## config.mk

```make
export PLATFORM = sky130hd
export DESIGN_NAME = kernel_window_gen
export DESIGN_NICKNAME = d
export VERILOG_FILES = /design/src/rtl/kernel_window_gen.sv
export SDC_FILE = /design/constraint.sdc
export NUM_CORES = 1
export LEC_CHECK = 0
export CORE_ASPECT_RATIO = 1.25
export CORE_MARGIN = 2
export CORE_UTILIZATION = 53
export CTS_BUF_LIST = sky130_fd_sc_hd__clkbuf_8
export DETAILED_ROUTE_END_ITERATION = 10
export PLACE_DENSITY_LB_ADDON = 0.1
export SYNTH_ARGS = -nofsm -noshare
export SYNTH_HDL_FRONTEND = slang
export SYNTH_SLANG_ARGS = --single-unit
```

## constraint.sdc

```tcl
create_clock -name clk -period 2.9 [get_ports clk]
set_input_delay 0.29 -clock clk [delete_from_list [all_inputs] [get_ports clk]]
set_output_delay 0.29 -clock clk [all_outputs]
set_load 0.01 [all_outputs]
```

## src/rtl/kernel_window_gen.sv

```systemverilog
// rtl/kernel_window_gen.sv - raster stream to KERNEL_SIZE x KERNEL_SIZE window generator
// Optional end-of-frame output enabled by defining KERNEL_WINDOW_GEN_EOF_EN.
module kernel_window_gen #(
    parameter int DATA_WIDTH   = 8,
    parameter int KERNEL_SIZE  = 5,
    parameter int IMAGE_WIDTH  = 10,
    parameter int IMAGE_HEIGHT = 10
) (
    input  logic                  clk,
    input  logic                  aresetn,
    input  logic [DATA_WIDTH-1:0] i_data,
    input  logic                  i_data_valid,
    input  logic                  i_start_of_frame,
    output logic [DATA_WIDTH-1:0] o_image_kernel_buffer [0:KERNEL_SIZE-1][0:KERNEL_SIZE-1],
    output logic                  o_data_valid,
`ifdef KERNEL_WINDOW_GEN_EOF_EN
    output logic                  o_end_of_frame,
`endif
    output logic                  o_start_of_frame
);

    localparam int CW = $clog2(IMAGE_WIDTH);
    localparam int RW = $clog2(IMAGE_HEIGHT);
    localparam logic [CW-1:0] LAST_COL = CW'(IMAGE_WIDTH - 1);
    localparam logic [RW-1:0] LAST_ROW = RW'(IMAGE_HEIGHT - 1);
    localparam logic [CW-1:0] FIRST_EMIT_COL = CW'(KERNEL_SIZE - 1);
    localparam logic [RW-1:0] FIRST_EMIT_ROW = RW'(KERNEL_SIZE - 1);

    typedef enum logic [1:0] {
        S_IDLE,
        S_ACTIVE,
        S_DONE
    } state_t;

    state_t          state, state_next;
    logic [CW-1:0]   col, col_next, pix_col;
    logic [RW-1:0]   row, row_next, pix_row;
    logic            take, last_pix, emit, emit_sof, emit_eof;

    // Previous KERNEL_SIZE-1 lines; entry 0 holds the most recent line
    logic [DATA_WIDTH-1:0] line_buf [0:KERNEL_SIZE-2][0:IMAGE_WIDTH-1];

    // Accept decision, effective pixel position, next counters/state and emission flags
    always_comb begin
        state_next = state;
        col_next   = col;
        row_next   = row;
        take       = 1'b0;
        pix_col    = col;
        pix_row    = row;
        last_pix   = 1'b0;
        emit       = 1'b0;
        emit_sof   = 1'b0;
        emit_eof   = 1'b0;
        if (i_data_valid) begin
            if (i_start_of_frame) begin
                // sof always restarts at (0,0), aborting any frame in progress
                take    = 1'b1;
                pix_col = '0;
                pix_row = '0;
            end else if (state == S_ACTIVE) begin
                take = 1'b1;
            end
        end
        last_pix = (pix_col == LAST_COL) && (pix_row == LAST_ROW);
        emit     = take && (pix_row >= FIRST_EMIT_ROW) && (pix_col >= FIRST_EMIT_COL);
        emit_sof = emit && (pix_row == FIRST_EMIT_ROW) && (pix_col == FIRST_EMIT_COL);
        emit_eof = emit && last_pix;
        if (take) begin
            if (last_pix) begin
                state_next = S_DONE;
                col_next   = '0;
                row_next   = '0;
            end else if (pix_col == LAST_COL) begin
                state_next = S_ACTIVE;
                col_next   = '0;
                row_next   = pix_row + 1'b1;
            end else begin
                state_next = S_ACTIVE;
                col_next   = pix_col + 1'b1;
                row_next   = pix_row;
            end
        end
    end

    // State and raster position registers
    always_ff @(posedge clk or negedge aresetn) begin
        if (!aresetn) begin
            state <= S_IDLE;
            col   <= '0;
            row   <= '0;
        end else begin
            state <= state_next;
            col   <= col_next;
            row   <= row_next;
        end
    end

    // Line buffers shift one line deeper at the current column; contents need no reset
    always_ff @(posedge clk) begin
        if (take) begin
            for (int k = KERNEL_SIZE - 2; k >= 1; k--) begin
                line_buf[k][pix_col] <= line_buf[k-1][pix_col];
            end
            line_buf[0][pix_col] <= i_data;
        end
    end

    // Window shifts left one column per accepted pixel; flags pulse for one cycle
    always_ff @(posedge clk or negedge aresetn) begin
        if (!aresetn) begin
            for (int r = 0; r < KERNEL_SIZE; r++) begin
                for (int c = 0; c < KERNEL_SIZE; c++) begin
                    o_image_kernel_buffer[r][c] <= '0;
                end
            end
            o_data_valid     <= 1'b0;
            o_start_of_frame <= 1'b0;
`ifdef KERNEL_WINDOW_GEN_EOF_EN
            o_end_of_frame   <= 1'b0;
`endif
        end else begin
            o_data_valid     <= emit;
            o_start_of_frame <= emit_sof;
`ifdef KERNEL_WINDOW_GEN_EOF_EN
            o_end_of_frame   <= emit_eof;
`endif
            if (take) begin
                for (int r = 0; r < KERNEL_SIZE; r++) begin
                    for (int c = 0; c < KERNEL_SIZE - 1; c++) begin
                        o_image_kernel_buffer[r][c] <= o_image_kernel_buffer[r][c+1];
                    end
                end
                o_image_kernel_buffer[KERNEL_SIZE-1][KERNEL_SIZE-1] <= i_data;
                for (int k = 1; k < KERNEL_SIZE; k++) begin
                    o_image_kernel_buffer[KERNEL_SIZE-1-k][KERNEL_SIZE-1] <= line_buf[k-1][pix_col];
                end
            end
        end
    end

`ifndef KERNEL_WINDOW_GEN_EOF_EN
    logic unused_eof;
    assign unused_eof = emit_eof;
`endif

endmodule

```

* Word level (Yosys, flattened, before mapping) *
Memories as Yosys holds them, arrays and structs flattened.
Cells that the tools add are included.

storage, ports and cells
  logic and storage cells = 77
  output and inout port bits = 202
  register bits = 212
  memories = 1
  bits in writable memories = 320

memories
  memory    depth  bits a word  rd ports  clocked after memory_dff  write ports  RTL line  RTL
  line_buf  4      80           4         0                         4            41        logic [DATA_WIDTH-1:0] line_buf [0:KERNEL_SIZE-2][0:IMAGE_WIDTH-1];

cells by class
  reduce and logical (&&, ||, !) cells = 6
  muxes and demuxes = 28
  add/subtract/negate cells = 2
  magnitude comparators = 4
  equal/unequal tests = 5
  bitwise operators = 1

operator list
  kind                 count
  $bmux 8 s4           4
  $mux 80              1
  $mux 8               9
  $demux 8 s4          1
  $mux 4               8
  $add 4x1->4 const B  2
  $eq 4x3->1 const B   2
  $eq 4x4->1 const B   2
  $ge 4x3->1 const B   2
  $logic_and 1x1->1    6
  $ge 5x5->1 const B   1
  $lt 5x1->1 const B   1
  $not 4->5            1
  $mux 1               4
  $eq 2x1->1 const B   1
  $mux 2               1

* Depth between registers and ports, before layout *
Gate-level depths: netlist of the first run.

  depth in word-level cells = 8
  depth in mapped cells = 9

* Least setup slack after synthesis of the first run *
OpenSTA, ideal clock, no wires.

  path kind = reg-to-reg
  start point = reg state[1]
  end point = mem line_buf[0][72] (netlist name) (enable)
  setup time = 0.421 ns
  slack = -0.034 ns
  buffers on the path = 1
  data required time = 2.479 ns
  stages on the path, launching flop included = 6
  arrival = 2.512 ns
  cell sequence = dfrtp_1 > nor2b_1 > o21a_1 > clkbuf_1 > nand2_1 > nor2_1

RTL lines
  element                 RTL line  RTL
  from (decl)             35        state_t state, state_next;
  from (signal assigned)  93        state <= state_next;
  to (decl)               41

==> results of run 1 <==
## metrics by stage
stage          hold WS [ns]  cell area (µm²)  cells
6_report              0.183            26100   2580
2_1_floorplan      -0.00559            21500   1751
3_3_place_gp          0.287            24500   2429
5_1_grt               0.224            26100   2580
3_5_place_dp          0.292            24500   2429
4_1_cts               0.198            26100   2580
## worst max path at each step
| stage | startpoint | to | slack (ns) | cells after the start |
|---|---|---|---|---|
| 4_1_cts | col[2] | line_buf[3][3] | 0.37 | 6 |
| 6_report | col[2] | line_buf[3][3] | 0.30 | 6 |
| 3_3_place_gp | i_start_of_frame | line_buf[3][11] | 0.1 | 7 |
| 2_1_floorplan | state[1] | line_buf[0][72] | -0.03 | 5 |
| 3_5_place_dp | i_start_of_frame | line_buf[3][11] | 0.06 | 7 |
| 5_1_grt | col[2] | line_buf[3][3] | 0.24 | 6 |
## per-layer routing
| metal | track usage [%] | wire (µm) | vias up |
|---|---|---|---|
| met2 | 42.7 | 26800 | 691 |
| met5 | 0 | 0 | - |
| li1 | - | - | 6783 |
| met1 | 37.6 | 23600 | 7311 |
| met3 | 5.42 | 4330 | 112 |
| met4 | 9.98 | 1450 | 0 |
## cell families (layout without fill, tap and decap cells)
group / after synthesis / after routing
xor+xnor: 2 / 2
simple gates: 761 / 761
flops: 532 / 532
mux: 47 / 47
fa+ha+maj: 1 / 1
compound gates: 291 / 291
buf+inv: 117 / 442
## synthesized netlist by cell type (all sizes together) (3+ instances only)
| library cell | number | area share, % |
|---|---|---|
| nor2b | 20 | 0.58 |
| nor2 | 58 | 1.0 |
| nand2b | 4 | 0.12 |
| o21bai | 3 | 0.10 |
| a221o | 4 | 0.19 |
| a22o | 20 | 0.91 |
| o32ai | 9 | 0.37 |
| o32a | 4 | 0.19 |
| o22ai | 24 | 0.82 |
| a2111oi | 22 | 1.0 |
| a2bb2oi | 45 | 2.3 |
| a311oi | 3 | 0.12 |
| a211oi | 20 | 0.70 |
| a211o | 3 | 0.12 |
| a32oi | 20 | 0.82 |
| edfxtp | 320 | 45 |
| dfrtp | 212 | 25 |
| nand2 | 632 | 11 |
| mux2i | 46 | 2.1 |
| o21ai | 39 | 0.91 |
| o2bb2ai | 3 | 0.12 |
| nor3 | 3 | 0.17 |
| a221oi | 9 | 0.37 |
| nand3 | 25 | 0.58 |
| clkbuf | 44 | 0.78 |
| buf | 70 | 2.1 |
| o211ai | 22 | 0.77 |
| a21oi | 28 | 0.65 |
| and2 | 10 | 0.30 |
## power groups by stage
| stage | clock network (µW) | logic (µW) | registers [µW] |
|---|---|---|---|
| floorplan | 0 | 3530 | 11400 |
| global placement | 0 | 7300 | 11300 |
| detailed placement | 0 | 7430 | 11300 |
| CTS | 6000 | 7460 | 11200 |
| global route | 6350 | 8030 | 11300 |
| finish | 5870 | 7430 | 11200 |
## timing repair
action | CTS | global route
hold endpoints to repair | 74 | 0
hold buffers | 1 | 0
setup buffers | 0 | 0
## flip-flops by register name (all words and copies together), names as in the netlist
register               cells
o_image_kernel_buffer    200
o_start_of_frame           1
o_data_valid               1
line_buf                 320
row                        4
state                      2
col                        4
## cells in the final DEF, fill, tap and decap left out, types with 20 or more instances in the layout
cell type and instances:
a32oi_1 20, edfxtp_1 320, o21ai_1 20, a2bb2oi_1 28
a211oi_1 20, a21oi_1 28, clkdlybuf4s50_1 212, mux2i_1 46
nand2_1 631, o211ai_1 22, clkbuf_8 98, o22ai_1 20
inv_1 34, nor2_1 47, buf_4 57, nand3_1 25
nor2b_1 20, dfrtp_1 210
## critical path: stages (launching register included)
cell and delay, ns:
dfrtp_1 0.37, or2_1 0.28, nor3_4 0.89, buf_4 0.29, a22o_1 0.14, a211oi_1 0.05
nand2_1 0.32
## cell type report
type | count | area, µm²
Multi-Input combinational cell | 1102 | 6010
Sequential cell | 532 | 14900
Inverter | 3 | 11.3
Tap cell | 504 | 631
Timing Repair Buffer | 289 | 2940
Clock inverter | 52 | 209
Clock buffer | 98 | 1350
Fill cell | 3080 | 14000
==> summary.md, run 1 <==
| Metric | Value |
|---|---|
| Lkg Pwr | 0.0106 µW |
| Main combinational cell family by area after synthesis | simple AND/OR/NAND/NOR gates |
| Worst vdd ir | 0.500 mV |
| I/O pin total | 214 |
| CTS HTree Levels | 3 |
| Worst clock skew | 0.0258 ns |
| Post-synthesis xor/xnor area fraction | 0.0816% |
| Worst min-delay path category | in2async |
| Core ar. | about 40000 µm² |
| RePlAce Congestion | 0.801 |
| Post-synthesis cell area | 21500 µm² |
| Initial DRT Pass Iterations | 5 |
| CP Max Fanout | 15 |
| Clock Path Buffers | 3 |
| Worst setup path class | reg2reg |
| Root buf cell | clkbuf_8 |
| Startpoint types | flip-flop |
| Critical path data required time | about 3.3 ns |
| GRT Overall Usage | 27.1% |
| Syn_area_per_cell | between 10 and 15 µm² |
| Pins Over Slew Limit | 0 |
| Reg-to-reg setup timing slack | 0.30 ns |
| Layout cells sized above 1 | 11.6% |
| Ant diodes | 0 |
| Seq/Total Area, Yosys | 69.5% |
| Die Y | 229 µm |
| Mux share of post-synthesis cell area | 2.20% |
| Initial Util | 53.6% |
| Cell variety after synth | 67 |
| Layout area overhead | 21.5% |
| Comb power frac | 30.3% |
| Top_reg_cell synth | edfxtp_1 |
| Mapped Cells | approximately 1.8k |
| Worst slew pin tran | 1.09 ns |
| # clock sinks | roughly 530 |
| Crit path capture type | flip-flop |
| Die area | 42100 µm² |
| Routed wire length | ~56 mm |
| Row count | 82 |
| Sequential share of power | 45.7% |
| Slew headroom | 26.8% |
| Fmax | 0.385 GHz |
| Routed WL per cell | 21.8 µm |
| Number of synthesized flops with an enable pin | 320 |
| Largest net degree at the start of global routing | 100 |
| P_sw | 8120 µW |
| Worst-path clk slew | approximately 0.060 ns |
| Post-DP HPWL | 35.0 mm |
| Post-synthesis compound-gate area fraction | between 10% and 20% |
| Setup repair after global routing missed its margin | no |
| Synth warn | 0 |
| DRC viols | 0 |
| Final hold violations | 0 |
| Post-Synth Simple-Gate Area | between 10 and 15% |
| Final Setup Violations | 0 |
| Initial antenna violation count | 0 |
| Vias | 14.9k |
| Cells on worst reg2reg path | 6 |
| Number of global-route vias before repair | 14.7k |
| Aggregate global routing overflow | 0 |
| Clock latency on the worst-skew pair | 0.65 ns |
| Internal Pwr Total | 16400 µW |
| Via density | just under 6 |
| Die Width | between 150 and 200 µm |
| Sw Ratio | 33.2% |
| Initial DRC count | around 1.4k |
| Reg2reg end | line_buf[3][3] |
| Final ANT Viol Nets | 0 |
| Worst Setup Slack, final | between 0.3 and 0.4 ns |
| CTS tree | done |
| Fin crit period | 2.60 ns |
| Tcrit/Tclk final | 89.6% |
| CP Data Arrival Time | 2.99 ns |
| Syn_nets | 1764 |
| Adder-Cell Fraction of Synth Area | 0.0583% |
| Total Nets Final | slightly above 2k |
| RR Startpoint | col[2] |
| Max cap viols | 0 |
| Ys async rst share | between 30% and 40% |
| Placement Setup Slack | 0.0557 ns |
| Post-CTS sizing | 0 |
| Status | complete, no violations |
| Final core occ | 65.1% |
| Number of synthesized register bits | 532 |
| Post-Route Setup TNS | 0 ns |
| Clock share of power | 24.0% |
| Power density cells | between 900 and 1000 nW/µm² |
| CTS Buf Count | 82 |
| First-pass GRT wire length | 86.2 mm |
| I/O Buffers | 213 |
| PnR Total Power | 24500 µW |
Note: power is estimated with default switching activity, not from simulation.
==> inputs of run 2 (changes only) <==
--- a/config.mk
+++ b/config.mk
@@ -8,7 +8,8 @@
 export CORE_ASPECT_RATIO = 1.25
 export CORE_MARGIN = 2
-export CORE_UTILIZATION = 53
+export CORE_UTILIZATION = 48
 export CTS_BUF_LIST = sky130_fd_sc_hd__clkbuf_8
 export DETAILED_ROUTE_END_ITERATION = 10
+export GPL_ROUTABILITY_DRIVEN = 0
 export PLACE_DENSITY_LB_ADDON = 0.1
 export SYNTH_ARGS = -nofsm -noshare
==> constraint.sdc (replaced) <==
create_clock -name clk -period 2.9 [get_ports clk]
set_input_delay 0.435 -clock clk [delete_from_list [all_inputs] [get_ports clk]]
set_output_delay 0.435 -clock clk [all_outputs]
set_load 0.01 [all_outputs]
==> run 2 against run 1 <==
  * Combinational power up 2.8%
  * Register-to-register slack about the same
  * Sequential power about the same
  * Global-route usage down 1.8 points
  * Sequential cell count unchanged
  * Sequential share of layout area down 0.27 points
  * Largest power group unchanged
==> summary.md, run 2 (synthesis gave the netlist of run 1 again) <==
| Metric | Value |
|---|---|
| Status | complete, no violations |
| GRT Overall Usage | about a quarter |
| Startpoint types | flip-flop |
| Worst slew pin tran | 1.20 ns |
| Reg2reg end | line_buf[1][38] |
| Number of global-route vias before repair | between 10k and 15k |
| Placed Cells | 2497 |
| Most frequent cells in the layout | 631 x nand2_1, 320 x edfxtp_1, 212 x clkdlybuf4s50_1 |
| Fill cells | 3634 |
| Post-Route Setup TNS | 0 ns |
| Worst setup path class | reg2reg |
| Final Setup Violations | 0 |
| Final hold violations | 0 |
| CTS tree | done |
| CTS Buf Count | 79 |
| CP Max Fanout | 19 |
| Row count | 86 |
| Biggest regs | line_buf (320), o_image_kernel_buffer (200) |
| Routed wire length | 58.2 mm |
| Tcrit/Tclk final | between 80% and 90% |
| Most common cell after layout, fill and taps aside | nand2_1 |
| Slew headroom | 19.5% |
| CP Data Arrival Time | 3.01 ns |
| Final ANT Viol Nets | 0 |
| Total Nets Final | 2020 |
| Crit-path cells | or2_1, nor3_4, a22o_2, a211oi_1, nand2_1 |
| Worst clock skew | 0.0292 ns |
| Levels on crit path | 5 |
| Post-DP HPWL | 34.8 mm |
| Placement Setup Slack | -0.108 ns |
| Die area | 46400 µm² |
| Critical path data required time | approximately 3.3 ns |
| Sequential share of power | 45.9% |
| Initial DRC count | 1108 |
| Internal Pwr Total | 16300 µW |
| # clock sinks | 532 |
| Initial DRT Pass Iterations | 5 |
| Worst Setup Slack, final | 0.308 ns |
| Worst vdd ir | ~0.48 mV |
| Aggregate global routing overflow | 0 |
| Initial antenna violation count | 1 |
| Fin crit period | 2.59 ns |
| Sw Ratio | 33.5% |
| Worst min-delay path category | in2async |
| Max cap viols | 0 |
| Reg-to-reg setup timing slack | 0.31 ns |
| Routed WL per cell | 22.0 µm |
| Fmax | roughly 0.39 GHz |
| Vias | 14.9k |
| Lkg Pwr | 0.0106 µW |
| Clock latency on the worst-skew pair | 0.65 ns |
| Power density cells | between 900 and 1000 nW/µm² |
| Delay-heaviest family, CP | simple AND/OR/NAND/NOR gates |
| Initial Util | between 40% and 50% |
| Cells on worst reg2reg path | 5 |
| Slowest-stage cell, CP | nor3_4 |
| Layout cells sized above 1 | 11.2% |
| I/O Buffers | 213 |
| First-pass GRT wire length | 87.8 mm |
| CP Launch Point | col[3] |
| Die Y | roughly 240 µm |
| Crit path capture type | flip-flop |
| Setup repair after global routing missed its margin | no |
| PnR Total Power | 24500 µW |
| DRC viols | 0 |
| Clock Path Buffers | 3 |
| Slowest stage delay, CP | roughly 0.97 ns |
| Core ar. | 44100 µm² |
| CTS HTree Levels | 3 |
| I/O pin total | 214 |
| Pins Over Slew Limit | 0 |
| Root buf cell | clkbuf_8 |
| Comb power frac | between 30% and 40% |
| Most flops, register | line_buf |
| RR Startpoint | col[3] |
| Clock share of power | 23.0% |
| Worst-path clk slew | around 0.06 ns |
| Layout Cells excl Fill | 2642 |
| Largest net degree at the start of global routing | 110 |
| Via density | approximately 5.7 |
| Layout area overhead | 22.0% |
| Die Width | 193 µm |
| Crit path buf inv count | 0 |
| Setup bufs post-CTS | 0 |
| P_sw | just over 8000 µW |
| Max reg flops | 320 |
run 2: routing by layer:
metal	up-vias	GRT usage, %	routed length (µm)
li1	6760	-	-
met1	7443	34.2	24500
met2	603	40.9	27800
met3	127	4.79	4150
met4	0	9.32	1710
met5	-	0	0
run 2: worst reg2reg max path: cells and delay by family, from the launching register on:
kind            cells  cell delay, ns
flops               1            0.46
simple gates        3            1.55
compound gates      2            0.37
run 2: worst max-delay path by stage:
stage	to
after detailed placement	line_buf[1][38]
after floorplan	line_buf[0][64]
after CTS	line_buf[1][54]
final	line_buf[1][38]
after global placement	line_buf[1][38]
after global routing	line_buf[3][13]
run 2: power by group through the flow:
stage                     Combinational, µW  Clock (µW)  Sequential, µW
after floorplan                        3530           0           11400
final                                  7640        5630           11200
after detailed placement               7640           0           11400
after CTS                              7660        5770           11200
after global routing                   8270        6110           11400
after global placement                 7530           0           11300
run 2: final cells by class:
cell class                      count  area (µm²)  share of cell area, %
Antenna cell                        1        2.50                0.00956
Multi-Input combinational cell   1102        6000                   22.9
Inverter                            3        11.3                 0.0430
Clock inverter                     56         262                  0.999
Clock buffer                       87        1200                   4.57
Timing Repair Buffer              289        3070                   11.7
Sequential cell                   532       14900                   57.0
Tap cell                          572         716                   2.73
run 2: stage by stage:
stage,util (%),hold slack (ns),instance area (µm²)
2_1_floorplan,-,0.139,21500
3_3_place_gp,56.0,0.436,24700
5_1_grt,59.4,0.396,26200
3_5_place_dp,56.0,0.436,24700
6_report,59.4,0.365,26200
4_1_cts,59.3,0.352,26200
run 2: timing repair:
action	CTS	global route
gates resized for setup	0	0
hold endpoints to repair	63	0
hold buffers	1	0
==> inputs of run 3 (changes only) <==
- CORE_MARGIN: 2 -> 5
==> run 3 against run 2 <==
  * Combinational power decreased by 1%
  * Critical path type unchanged
  * First-iteration DRC count increased by 3.1%
  * Critical path depth unchanged
  * Setup slack got worse by 0.12 ns
  * Cell count increased by 0.53%
  * Cell area increased by 0.28%
  * Worst hold slack improved by 0.073 ns
  * Critical endpoint is now line_buf[3][45]
  * Non-clock buffer count increased by 4
  * Register-to-register slack got worse by 0.12 ns
==> summary.md, run 3 (synthesis gave the netlist of run 1 again) <==
| Metric | Value |
|---|---|
| Fin crit period | 2.71 ns |
| CTS tree | done |
| Crit path buf inv count | 0 |
| Row count | 86 |
| CTS HTree Levels | 3 |
| Die Y | 246 µm |
| Initial Util | 48.6% |
| Delay-heaviest family, CP | simple AND/OR/NAND/NOR gates |
| I/O Buffers | 213 |
| Final Setup Violations | 0 |
| DRC viols | 0 |
| Power density cells | approximately 940 nW/µm² |
| Initial DRC count | 1142 |
| Max reg flops | 320 |
| Worst-path clk slew | 0.07 ns |
| Crit path capture type | flip-flop |
| Initial antenna violation count | 1 |
| Tcrit/Tclk final | 93.5% |
| Post-DP HPWL | between 30 and 40 mm |
| DR top layer | met5 |
| Layout area overhead | 22.4% |
| CP Max Fanout | 19 |
| Met2 wire length | roughly 28 mm |
| Routed WL per cell | 22.1 µm |
| Worst setup path class | reg2reg |
| Startpoint types | flip-flop |
| Final ANT Viol Nets | 0 |
| Clock latency on the worst-skew pair | 0.66 ns |
| Pins Over Slew Limit | 0 |
| Root buf cell | clkbuf_8 |
| Slowest-stage cell, CP | nor3_4 |
| Crit-path cells | or2_1, nor3_4, a22o_1, a211oi_1, nand2_1 |
| Setup repair after global routing missed its margin | no |
| Biggest regs | line_buf (320), o_image_kernel_buffer (200) |
| Post-CTS sizing | 0 |
| Critical path data required time | approximately 3.3 ns |
| Vias | 14.9k |
| Placement Setup Slack | -0.257 ns |
| Layout cells sized above 1 | 11.6% |
| Final hold violations | 0 |
| Most flops, register | line_buf |
| # clock sinks | 532 |
| Total Nets Final | roughly 2k |
| Aggregate global routing overflow | 0 |
| Die area | around 50000 µm² |
| Worst slew pin tran | 1.19 ns |
| Most frequent cells in the layout | 631 x nand2_1, 320 x edfxtp_1, 212 x clkdlybuf4s50_1 |
| Most common cell after layout, fill and taps aside | nand2_1 |
| I/O pin total | 214 |
| Worst clock skew | 0.0470 ns |
| Via density | about 5.6 |
| Status | complete, no violations |
| Slew headroom | between 20% and 30% |
| Number of global-route vias before repair | 14.7k |
| Initial DRT Pass Iterations | 5 |
| Worst min-delay path category | in2async |
| Largest net degree at the start of global routing | 122 |
| CTS Buf Count | 82 |
| Hold slack | 0.438 ns |
| Worst vdd ir | 0.436 mV |
| Fmax | 0.369 GHz |
| WL met1 | 24.4 mm |
| Max cap viols | 0 |
| First-pass GRT wire length | 88.5 mm |
| Die Width | 199 µm |
| Routed wire length | roughly 60 mm |
| Met3 routed WL | around 4.3 mm |
| Clock Path Buffers | 3 |
| Lkg Pwr | between 0.01 and 0.015 µW |
| Core ar. | ~44000 µm² |
| GRT Overall Usage | between 20% and 30% |
| CP Data Arrival Time | 3.10 ns |
| Slowest stage delay, CP | 1.01 ns |
| Worst Setup Slack, final | roughly 0.19 ns |
run 3: cell types whose count changed in the layout (fill, tap and decap cells not counted), sizes merged:
cell,change
buf,+4
clkbuf,+6
clkinv,+5
clkinvlp,-1
diode,+1
inv,-1
run 3: area by class of cell:
cell class                 instances  area [µm²]
sequential                       532       14900
antenna                            2        5.00
inverter                           3        11.3
fill                            3622       17900
multi-input combinational       1102        6000
clock inverter                    59         270
timing repair buffer             293        3050
clock buffer                      93        1280
tap                              572         716
run 3: metrics by stage:
step	total power [µW]	instance area [µm²]	std cells	util (%)	setup TNS, ns
floorplan	14900	21500	1751	-	-22.80
global placement	18800	24700	2501	56.0	-21.13
detailed placement	18900	24700	2501	56.0	-33.53
CTS	24800	26300	2654	59.5	0
global route	25800	26300	2654	59.5	0
finish	24600	26300	2656	59.5	0
run 3: path summary, 6_finish.rpt:
kind	to	slack, ns	start	cells past startpoint
min in group clk	o_image_kernel_buffer[159]	0.47	o_image_kernel_buffer[159]	2
max	line_buf[3][45]	0.19	col[3]	5
max reg2reg	line_buf[3][45]	0.19	col[3]	5
max in group asynchronous	o_image_kernel_buffer[32]	1.61	aresetn	3
min	o_image_kernel_buffer[193]	0.44	aresetn	2
min reg2reg	o_image_kernel_buffer[159]	0.47	o_image_kernel_buffer[159]	2
run 3: where the power goes:
part	switching (µW)	total, µW	internal (µW)	leakage (µW)
clock network	2820	5840	3020	0.000924
registers	1010	11200	10200	0.00554
logic	4360	7550	3180	0.00419
run 3: layer usage:
metal  GRT usage (%)  vias up
met5               0        -
met4            8.95        2
met3            4.31      125
met2            38.3      612
met1            32.1     7388
li1                -     6788
run 3: what timing repair did:
item                                   CTS  global route
hold buffers                             1             0
setup buffers                            0             0
endpoints found under the hold margin   93             0
